$ cat src/rtl/alu_mul_sequencer.sv
// rtl/alu_mul_sequencer.sv - shift-and-add 64-bit multiply sequenced over the shared ALU
module alu_mul_sequencer #(
    parameter int unsigned WIDTH     = 64,
    parameter logic [3:0]  CTRL_ADD  = 4'b0010,
    parameter logic [3:0]  CTRL_IDLE = 4'b0000
) (
    input  logic             clk,
    input  logic             reset,
    input  logic             start,
    input  logic [WIDTH-1:0] op_a,
    input  logic [WIDTH-1:0] op_b,
    output logic             busy,
    output logic             done,
    output logic [WIDTH-1:0] product,
    output logic [WIDTH-1:0] alu_in_1,
    output logic [WIDTH-1:0] alu_in_2,
    output logic [3:0]       alu_control,
    input  logic [WIDTH-1:0] alu_result
);

    localparam logic [1:0] ST_IDLE = 2'd0;
    localparam logic [1:0] ST_RUN  = 2'd1;
    localparam logic [1:0] ST_DONE = 2'd2;

    logic [1:0]       state;
    logic [WIDTH-1:0] mcand;
    logic [WIDTH-1:0] mplier;
    logic [WIDTH-1:0] acc;

    always_ff @(posedge clk) begin
        if (reset) begin
            state   <= ST_IDLE;
            mcand   <= '0;
            mplier  <= '0;
            acc     <= '0;
            product <= '0;
        end else begin
            case (state)
                ST_IDLE: begin
                    if (start) begin
                        mcand  <= op_a;
                        mplier <= op_b;
                        acc    <= '0;
                        state  <= ST_RUN;
                    end
                end
                ST_RUN: begin
                    if (mplier == '0) begin
                        product <= acc;
                        state   <= ST_DONE;
                    end else begin
                        // The ALU is already adding acc + mcand this cycle; keep it only for a set multiplier bit.
                        if (mplier[0]) begin
                            acc <= alu_result;
                        end
                        mcand  <= mcand << 1;
                        mplier <= mplier >> 1;
                    end
                end
                ST_DONE: begin
                    state <= ST_IDLE;
                end
                default: begin
                    state <= ST_IDLE;
                end
            endcase
        end
    end

    assign busy = (state == ST_RUN) || (state == ST_DONE);
    assign done = (state == ST_DONE);

    // ALU ports are forced quiet while reset is held so an aborted run stops driving ADDs immediately.
    always_comb begin
        alu_in_1    = '0;
        alu_in_2    = '0;
        alu_control = CTRL_IDLE;
        if (!reset && state == ST_RUN) begin
            alu_in_1    = acc;
            alu_in_2    = mcand;
            alu_control = CTRL_ADD;
        end
    end

endmodule

$ cat config.mk
export PLATFORM = sky130hd
export DESIGN_NAME = alu_mul_sequencer
export DESIGN_NICKNAME = d
export VERILOG_FILES = /design/src/rtl/alu_mul_sequencer.sv
export SDC_FILE = /design/constraint.sdc
export NUM_CORES = 1
export LEC_CHECK = 0
export CAP_MARGIN = 20
export CORE_AREA = 3 3 214 153
export DETAILED_ROUTE_END_ITERATION = 16
export DIE_AREA = 0 0 217 156
export PLACE_DENSITY = 0.83
export SYNTH_ARGS = -nofsm -noshare
export SYNTH_HDL_FRONTEND = slang
export SYNTH_SLANG_ARGS = --single-unit
$ cat constraint.sdc
create_clock -name clk -period 2.4 [get_ports clk]
set_input_delay 0.48 -clock clk [delete_from_list [all_inputs] [get_ports clk]]
set_output_delay 0.48 -clock clk [all_outputs]
set_load 0.01 [all_outputs]
# Word level (Yosys, flattened, before mapping)
# Index checks and enable logic that the tools add are counted.
# W data, S select, Z words.
# word_totals
reg_bits	258
in_bits	195
output_inout_bits	198
wordCells	37
# op_classes
n_eq_ne	6
muxes	16
n_reduce_logical	10
# ops
cell	count
$mux W64	9
$pmux W64 S2	3
$logic_not A64 Y1	1
$ne A2 B2 Y1 const B	4
$mux W2	3
$pmux W2 S2	1
$reduce_and A2 Y1	2
$reduce_and A4 Y1	1
$reduce_and A3 Y1	1
$eq A2 B1 Y1 const B	1
$eq A2 B2 Y1 const B	1
$logic_not A2 Y1	1
$reduce_bool A2 Y1	1
$logic_and A1 B1 Y1	1
$logic_not A1 Y1	1
$logic_or A1 B1 Y1	1

# Longest topological paths before layout
# logic_depth
ltp_word	3
depth_mapped	11
mapped_depth_nobuf	7

# Worst setup path before layout
# No wires, ideal clock.
# synth_path
kind	register to output
startpoint	reg state[1]
endpoint	out alu_in_1[0]
arrival_ps	1811
t_required_ps	1920
path_slack_ps	109
path_stages_with_launch	9
path_buffers	4
path_cell_list	dfxtp_1 -> inv_1 -> ha_1 -> clkbuf_1 -> inv_1 -> buf_1 -> clkbuf_1 -> clkbuf_1 -> nor3_1
# synth_between
elab_chain_cells	3
# synth_lines
element	line	source
start: declaration	25	logic [1:0] state;
start signal: assignment	32	state <= ST_IDLE;
start signal: assignment	44	state <= ST_RUN;
start signal: assignment	50	state <= ST_DONE;
$eq A2 B1 Y1	78	if (!reset && state == ST_RUN) begin
$logic_and A1 B1 Y1	78	
$mux W64	78	
end: declaration	15	output logic [WIDTH-1:0] alu_in_1,
# Every way passes these cells.

# Worst setup path after layout
# layout_path
startpoint	reg state[1]
endpoint	out alu_in_1[2]
# Same word-level chain as after synthesis.

==> out/metrics.cfg <==
[logic_synthesis]
netlist_area_um2 = 13200
synth_largest_area_cell = dfxtp_1
yosysMostFrequentCell = dfxtp_1
synth-async-reset-ratio_pct = 0
syn_inst = 1748
synthTopCellsByCount = dfxtp_1, a21oi_1, inv_1
synth_cell_types = 27
yosys-top-cells-area = dfxtp_1, mux2i_1, a21oi_1, a211oi_1, inv_1
ys_warn_count = 0
synth.avg_cell_area_um2 = 7.52
ys_ff_latch = 258
ys.flop_type = dfxtp_1
yosysTopAreaCellShare_pct = 39.3
seq_area_frac_synth_pct = 39.3
synth_edf_count = 0

[outcome]
status = complete, but fails checks
violations = setup timing

[hold_path]
hold_depth = 2
hold_class = primary input to flip-flop

[place]
place_hpwl_mm = 31.3
io_buffers = 389
place.gp.congestion = 0.897
dp_cells = 2480
placed_area_um2 = 18000

[job]
drv_cap = 0

[floorplanning]
die_w_um = 217
boundaryPins = 393
rows = 54
start_util_pct = 42.5
core_area_um2 = 30900
die_h_um = 156
die_area_um2 = 33900

[sta]
slew_headroom_pct = 52.7
fin_crit_ps = 2440
setup_violations = 1
fin_skew_ps = 16.4
fin_ws_ps = -44.0
worstMarginPinSlew_ps = 709
hold_viol_final = 0
rsz0062_at_grt = yes
fin_setup_tns_ps = -44.0
finalMaxSlewViolations = 0
fmax_ghz = 0.409
period_share_pct = 102

[global_routing]
grt_util_all_layers_pct = 25.9
grt-ovfl-total = 0
grt_pass1_vias = 13800
grt_max_degree = 119
grt_antenna_before_repair = 6
grt_pass1_wl_mm = 72.9

[worst_setup_path]
slowest_delay_ps = 370
setup.worst_path.end_class = output pin
rr_worst_depth = 9
cp.arrival_ps = 1960
crit_buf_inv = 3
worst_setup_path_start_kind = flip-flop
critical_path.top_delay_family = buffers and inverters
cp_slowest_cell = dlygate4sd2_1
cp_max_fo = 15
required_ps = 1920
cp_cell_sequence = inv_2, ha_4, inv_12, nor3_1, dlygate4sd2_1
crit_cells = 5
critPathKind = flip-flop to output pin

[cells_and_area]
syn_to_final_growth_pct = 49.5
fin_nets = 2312
fillers = 2501
final_core_util_pct = 63.5
final_cells = 2555
drive_gt1_share_pct = 18.8
stdcell_area_um2 = 19700

[clock_network]
h-tree-depth = 1
cts.sinks = 258
cts.reportedPaths.clkPinSlew_ps = 60
clk_path_buf_depth = 3
cts_buffers = 27
clock_latency_ps = 540
cts_tree = done
cts-root-buf = clkbuf_16

[drt]
ant_nets = 0
first_pass_iters = 6
wl_per_cell_um = 19.6
drt_wl_total_mm = 50.1
drt_iter0_markers = 1434
drc = 0
vias_per_cell = 5.75
vias = 14700

[power]
power-per-cell-area_nw_per_um2 = 593
peakVddDrop_mv = 0.317
p_leak_nw = 7.37
finalPower_mw = 11.7

final cells by class:
cell class                 count  area [um^2]  area share [%]
timing repair buffer         523         5170            26.3
timing repair inverter         1         8.76          0.0446
clock buffer                  41          788            4.01
tap                          420          526            2.67
sequential                   258         5170            26.3
clock inverter                 5         33.8           0.172
inverter                     187          714            3.63
antenna                        4         10.0          0.0509
multi-input combinational   1116         7240            36.8
flip-flops by register name (all words and copies together) (netlist names):
signal / flops
state: 2
product: 64
acc: 64
mplier: 64
mcand: 64
kinds of logic (layout without fill, tap and decap cells):
| kind of cell | count (synthesis) | in the layout | synth area share, % |
|---|---|---|---|
| buf+inv | 376 | 757 | 11.2 |
| mux | 126 | 126 | 9.59 |
| flops | 258 | 258 | 39.3 |
| simple gates | 470 | 470 | 15.8 |
| fa+ha+maj | 3 | 3 | 0.285 |
| other cells | 1 | 7 | 0.0285 |
| compound gates | 514 | 514 | 23.8 |
what timing repair did:
item | in CTS | in global routing
setup endpoints to repair | 317 | 355
gates resized for setup | 384 | 227
hold buffers | 0 | 0
pin swaps | 3 | 8
setup buffers | 2 | 8
gates cloned | 3 | 14
endpoints found under the hold margin | 0 | 0
metal layers:
metal / global-route usage (%) / up-vias / share of wire (%)
met5: 0 / - / 0.054
met4: 9.22 / 4 / 3.3
li1: - / 6819 / -
met3: 5.26 / 115 / 8.6
met2: 43.0 / 754 / 48
met1: 33.8 / 6988 / 40
layout by cell type (no fill, tap or decap), drive strengths merged, types with 8 or more instances in the layout:
master / count
clkdlybuf4s50: 258
dfxtp: 258
a21oi: 195
inv: 188
nand2: 185
buf: 168
a211oi: 128
mux2i: 126
nor3: 122
clkbuf: 107
o21ai: 68
nor2: 66
nand3: 65
a22oi: 64
o22ai: 58
clkdlybuf4s15: 21
nor4: 17
dlygate4sd2: 8
worst paths after layout:
| path | start | endpoint | slack [ps] |
|---|---|---|---|
| worst min-delay path | reset | acc[2]$_SDFFE_PP0P_ | 320 |
| worst max register to register | mplier[35]$_SDFFE_PP0P_ | mcand[29]$_SDFFE_PP0P_ | 20 |
| worst min register to register | product[50]$_SDFFE_PP0P_ | product[50]$_SDFFE_PP0P_ | 470 |
| worst max-delay path | state[1]$_SDFFE_PP0P_ | alu_in_1[2] | -40 |
power breakdown:
part           internal, mW  switching, mW  total, mW
Sequential             4.55          0.200       4.75
Clock                  2.25           1.75       4.00
Combinational          1.30           1.60       2.90
stage by stage:
stage	hold WS, ps	setup WS (ps)
2_1_floorplan	439	109
3_3_place_gp	456	-110
3_5_place_dp	462	-150
4_1_cts	267	-115
5_1_grt	298	-120
6_report	317	-44.0
Note: power is estimated with default switching activity, not from simulation.
==> RTL change 1 (same flow settings) <==
`WIDTH`: 64 -> 56.
--- a/src/rtl/alu_mul_sequencer.sv
+++ b/src/rtl/alu_mul_sequencer.sv
@@ -1,5 +1,5 @@
 // rtl/alu_mul_sequencer.sv - shift-and-add 64-bit multiply sequenced over the shared ALU
 module alu_mul_sequencer #(
-    parameter int unsigned WIDTH     = 64,
+    parameter int unsigned WIDTH     = 56,
     parameter logic [3:0]  CTRL_ADD  = 4'b0010,
     parameter logic [3:0]  CTRL_IDLE = 4'b0000
Interface: changed (6 resized); port bits go from 393 to 345. The function was not compared with the original's and may differ.
==> RTL change 1 against the unedited design <==
  * The run still ends with setup timing left
  * Wire length decreased by 23%
  * Clock skew decreased by 0.0025 ns
  * Final cell count decreased by 25%
  * Register-to-register slack improved by 0.07 ns
  * Sequential cell count decreased by 32
  * Sequential power decreased by 8.8%
  * Clock power decreased by 4%
  * Cell area decreased by 24%
  * Total power decreased by 12%
  * Synthesized area decreased by 27%
  * Synthesized cell count decreased by 32%
  * Worst hold slack improved by 0.13 ns
  * Worst setup slack got worse by 0.0011 ns
  * Critical path type unchanged
  * Largest power group unchanged
==> RTL change 1: results (changes against the unedited design) <==
Outcome
  – Result of the run: complete, but fails checks
  – Violations in the final reports: setup timing

Yosys
  – Fraction of the yosys area taken by sequential cells: 47.0% (+7.7 points)
  – Number of unique standard cell types used by synthesis: 25 (-7.4%)
  – Ranking of synthesized cells by area: sky130_fd_sc_hd__dfxtp_1, sky130_fd_sc_hd__a21oi_1, sky130_fd_sc_hd__a211oi_1, sky130_fd_sc_hd__and2_1, sky130_fd_sc_hd__o22ai_1
  – Top post-synthesis cells by count: sky130_fd_sc_hd__a21oi_1, sky130_fd_sc_hd__dfxtp_1, sky130_fd_sc_hd__nand2_1
  – Syn. warnings: 0 (unchanged)

STA
  – # setup viols final: 13 (+12)
  – Post-route worst setup slack: -0.0450 ns (-0.00105 ns)
  – Maximum clock skew at final layout: 0.0139 ns (-0.00251 ns)
  – Relative slew slack: 27.0% (-26 points)

Drt
  – Routed WL per cell: 19.9 um (+1.7%)
  – Detail-routed via count per cell: 5.43 (-5.4%)
  – Initial drt markers: 1261 (-12%)
  – Number of search-and-repair iterations in the first detailed-routing pass: 5 (-1)

Place
  – Number of buffers inserted by port buffering: 341 (-12%)
  – Area of placed instances: 0.0135 sq mm (-25%)
  – HPWL after detailed placement: 22500 um (-28%)

Worst hold path
  – Hold WC Path Type: flip-flop to flip-flop

Clocking
  – Skew-Pair Late Insertion Delay: 0.52 ns (-0.02 ns)
  – Clock buffers created by TritonCTS: 25 (-7.4%)

Power
  – VDD IR max: 0.000375 V (+18%)
  – Pleak: 5.50 nW (-25%)

Critical path
  – Critical Path Fanout Max: 7 (-8)

Cells and area
  – Number of nets in the finished design: 1664 (-28%)
  – Filler cell count in the final layout: 2898 (+16%)
  – Fraction of final layout cells with drive strength greater than 1: 20.0% (+1.2 points)

Global routing
  – Maximum number of pins on one net before global-route repair: 227 (+91%)
## RTL change 1: layer usage
layer	vias up	wire length [um]	global-route usage, %
met1	5058	16600	26.9
met4	0	1290	6.08
met5	-	0	0
met2	474	17600	32.7
met3	77	2890	4.01
li1	4867	-	-
## RTL change 1: cell families (layout without fill, tap and decap cells)
family | after synthesis | count (layout) | share of synthesized area (%)
compound gates | 455 | 456 | 28.1
fa+ha+maj | 3 | 3 | 0.390
buf+inv | 135 | 451 | 5.77
flops | 226 | 226 | 47.0
other cells | 1 | 4 | 0.0390
simple gates | 368 | 368 | 18.7
## RTL change 1: final cells by class
cell class	instances	area, sq um	area share (%)
diodes	1	2.50	0.0168
multi-input cells	830	4840	32.5
well taps	420	526	3.52
clock buffers	33	686	4.60
clock inverters	11	120	0.805
inverters	3	13.8	0.0923
flip-flops and latches	226	4530	30.3
repair buffers	404	4200	28.2
## RTL change 1: worst max-delay path, cell delays in order, from the launching register on
cell and delay (ns):
sky130_fd_sc_hd__dfxtp_2 0.32, sky130_fd_sc_hd__inv_2 0.07, sky130_fd_sc_hd__ha_4 0.15, sky130_fd_sc_hd__inv_4 0.04, sky130_fd_sc_hd__nor2_4 0.14, sky130_fd_sc_hd__buf_6 0.14, sky130_fd_sc_hd__buf_6 0.10, sky130_fd_sc_hd__buf_12 0.12
sky130_fd_sc_hd__buf_12 0.11, sky130_fd_sc_hd__and2_4 0.15, sky130_fd_sc_hd__buf_6 0.10
## RTL change 1: worst paths after layout
check        slack, ns                        to                     start  cells after the start
min reg2reg       0.45  product[51]$_SDFFE_PP0P_  product[51]$_SDFFE_PP0P_                      2
max reg2reg       0.09    mcand[28]$_SDFFE_PP0P_   mplier[23]$_SDFFE_PP0P_                      8
min               0.45  product[51]$_SDFFE_PP0P_  product[51]$_SDFFE_PP0P_                      2
max              -0.05               alu_in_1[7]     state[1]$_SDFFE_PP0P_                     10
## RTL change 1: what timing repair did
| item | CTS | global route |
|---|---|---|
| resized for setup | 421 | 171 |
| setup endpoints to repair | 113 | 224 |
| hold buffers | 0 | 0 |
| setup buffers | 7 | 8 |
| pin swaps | 2 | 16 |
| gates cloned | 4 | 13 |
## RTL change 1: metrics by stage
step	hold WS, ns	TNS, ns	worst slack (ns)	cells
after floorplan	0.441	0	0.240	1190
after global placement	0.437	0	0.0449	1852
after detailed placement	0.443	0	0.0279	1852
after CTS	0.451	-0.166	-0.0861	1907
after global routing	0.471	-4.35	-0.130	1928
final	0.447	-0.333	-0.0450	1928
## RTL change 1: report_power, final
group / internal [mW] / switching (mW)
sequential: 4.05 / 0.276
combinational: 0.990 / 1.07
clock: 2.23 / 1.60
total: 7.28 / 2.95
==> RTL change 2 (same flow settings) <==
Without the edit above. Put a register stage on the outputs `busy` and `done`, with the module's reset. The values now appear one clock later. The other outputs are not delayed to match.
--- a/src/rtl/alu_mul_sequencer.sv
+++ b/src/rtl/alu_mul_sequencer.sv
@@ -68,6 +68,13 @@
     end
 
-    assign busy = (state == ST_RUN) || (state == ST_DONE);
-    assign done = (state == ST_DONE);
+    always_ff @(posedge clk) begin
+        if (reset) begin
+            busy <= '0;
+            done <= '0;
+        end else begin
+            busy <= (state == ST_RUN) || (state == ST_DONE);
+            done <= (state == ST_DONE);
+        end
+    end
 
     // ALU ports are forced quiet while reset is held so an aborted run stops driving ADDs immediately.
Behaviour: not the same (Yosys sat finds a counterexample within 4 cycles, from zero or initial values and one cycle with reset high).
==> RTL change 2 against the unedited design <==
  * Synthesized area fell by 14%
  * Cell area fell by 16%
  * Sequential power rose by 4%
  * Critical path type unchanged
  * Critical path depth did not move
  * Wire length fell by 21%
  * Largest cell class unchanged
  * Total power fell by 6.0%
  * Sequential cell count rose by 2
  * Worst setup slack improved by 0.093 ns
  * Global-route usage fell by 4.1 points
==> RTL change 2: results (changes against the unedited design) <==
Outcome
  – Result of the run: complete, no violations

Global routing
  – Number of antenna violations at the first check in global routing: 2 (-4)
  – Routing usage on met3: 4.96% (-0.29 points)
  – GRT met2 Usage: 35.4% (-7.6 points)
  – Fraction of met1 tracks used by global routing: 29.1% (-4.7 points)

Yosys
  – Ranking of synthesized cells by area: sky130_fd_sc_hd__dfxtp_1, sky130_fd_sc_hd__o221a_2, sky130_fd_sc_hd__nor2_1, sky130_fd_sc_hd__and3_1, sky130_fd_sc_hd__a31o_2
  – Number of unique standard cell types used by synthesis: 32 (+19%)
  – Share of the synthesized area in compound gates (AO/OA/AOI/OAI): 25.0% (+1.2 points)
  – Fraction of the yosys area taken by sequential cells: 46.3% (+7.0 points)

Drt
  – Via count: 11.6k (-21%)

Critical path
  – Depth of the worst register-to-register path: 7 (-2)
  – End point of the critical path: alu_in_2[45]
  – Critical Path Fanout Max: 26 (+11)
  – Signal arrival time at the worst endpoint: 1.87 ns (-0.09 ns)
  – Worst path slowest cell: sky130_fd_sc_hd__dfxtp_1

Worst hold path
  – Hold path startpoint: acc[23]$_SDFFE_PP0P_
  – Terminating pin of the worst hold path: acc[23]$_SDFFE_PP0P_

Power
  – Pleak: 7.05 nW (-4.3%)
  – Sequential share of power: 45.0% (+4.2 points)
  – Fraction of power spent switching nets: 27.2% (-3.2 points)
  – Power in the clock group: 4.07 mW (+2%)

Cells and area
  – Filler cell count in the final layout: 2768 (+11%)
  – Number of nets in the finished design: 1842 (-20%)
  – Fraction of final layout cells with drive strength greater than 1: 23.2% (+4.4 points)

STA
  – Relative slew slack: 38.4% (-14 points)
  – Worst hold-check slack: 0.463 ns (+0.147 ns)
  – Clock period minus worst slack: 2.35 ns (-0.0929 ns)
## RTL change 2: changes by cell type after synthesis, moves of 96 or more
cell and delta:
sky130_fd_sc_hd__nor2_1 +230, sky130_fd_sc_hd__inv_1 -181, sky130_fd_sc_hd__a211oi_1 -126, sky130_fd_sc_hd__and3_1 +126
sky130_fd_sc_hd__mux2i_1 -126, sky130_fd_sc_hd__o221a_2 +123, sky130_fd_sc_hd__nor3_1 -121, sky130_fd_sc_hd__a21oi_1 -103
sky130_fd_sc_hd__nand2_1 -96
## RTL change 2: metal layers
layer	wire, um	share of wire (%)
met1	17100	43
met2	18200	46
met3	3160	7.9
met4	1220	3.1
met5	13	0.033
## RTL change 2: what timing repair did
action | CTS | global route
setup buffers | 10 | 1
cloned | 6 | 1
pin swaps | 0 | 1
setup endpoints to repair | 129 | 83
resized for setup | 344 | 71
## RTL change 2: through the flow
stage | total power, mW | std cells | utilization, % | area (sq um)
global route | 11.4 | 2084 | 53.3 | 16500
finish | 11.0 | 2084 | 53.3 | 16500
global placement | 6.77 | 2018 | 50.6 | 15700
detailed placement | 6.81 | 2018 | 50.6 | 15700
CTS | 11.0 | 2082 | 53.5 | 16500
floorplan | 5.96 | 1316 | - | 11300
## RTL change 2: area by class of cell
class / count / share of cell area, %
clock inverter: 8 / 0.455
timing repair buffer: 445 / 26.6
tap: 420 / 3.18
sequential: 260 / 31.5
inverter: 6 / 0.167
clock buffer: 40 / 4.69
antenna: 1 / 0.0152
multi-input combinational: 904 / 33.3
## RTL change 2: critical path, delay by kind of cell, from the launching register on
kind	cells	cell delay, ns
simple gates	1	0.21
flops	1	0.38
fa+ha+maj	1	0.17
buf+inv	3	0.55
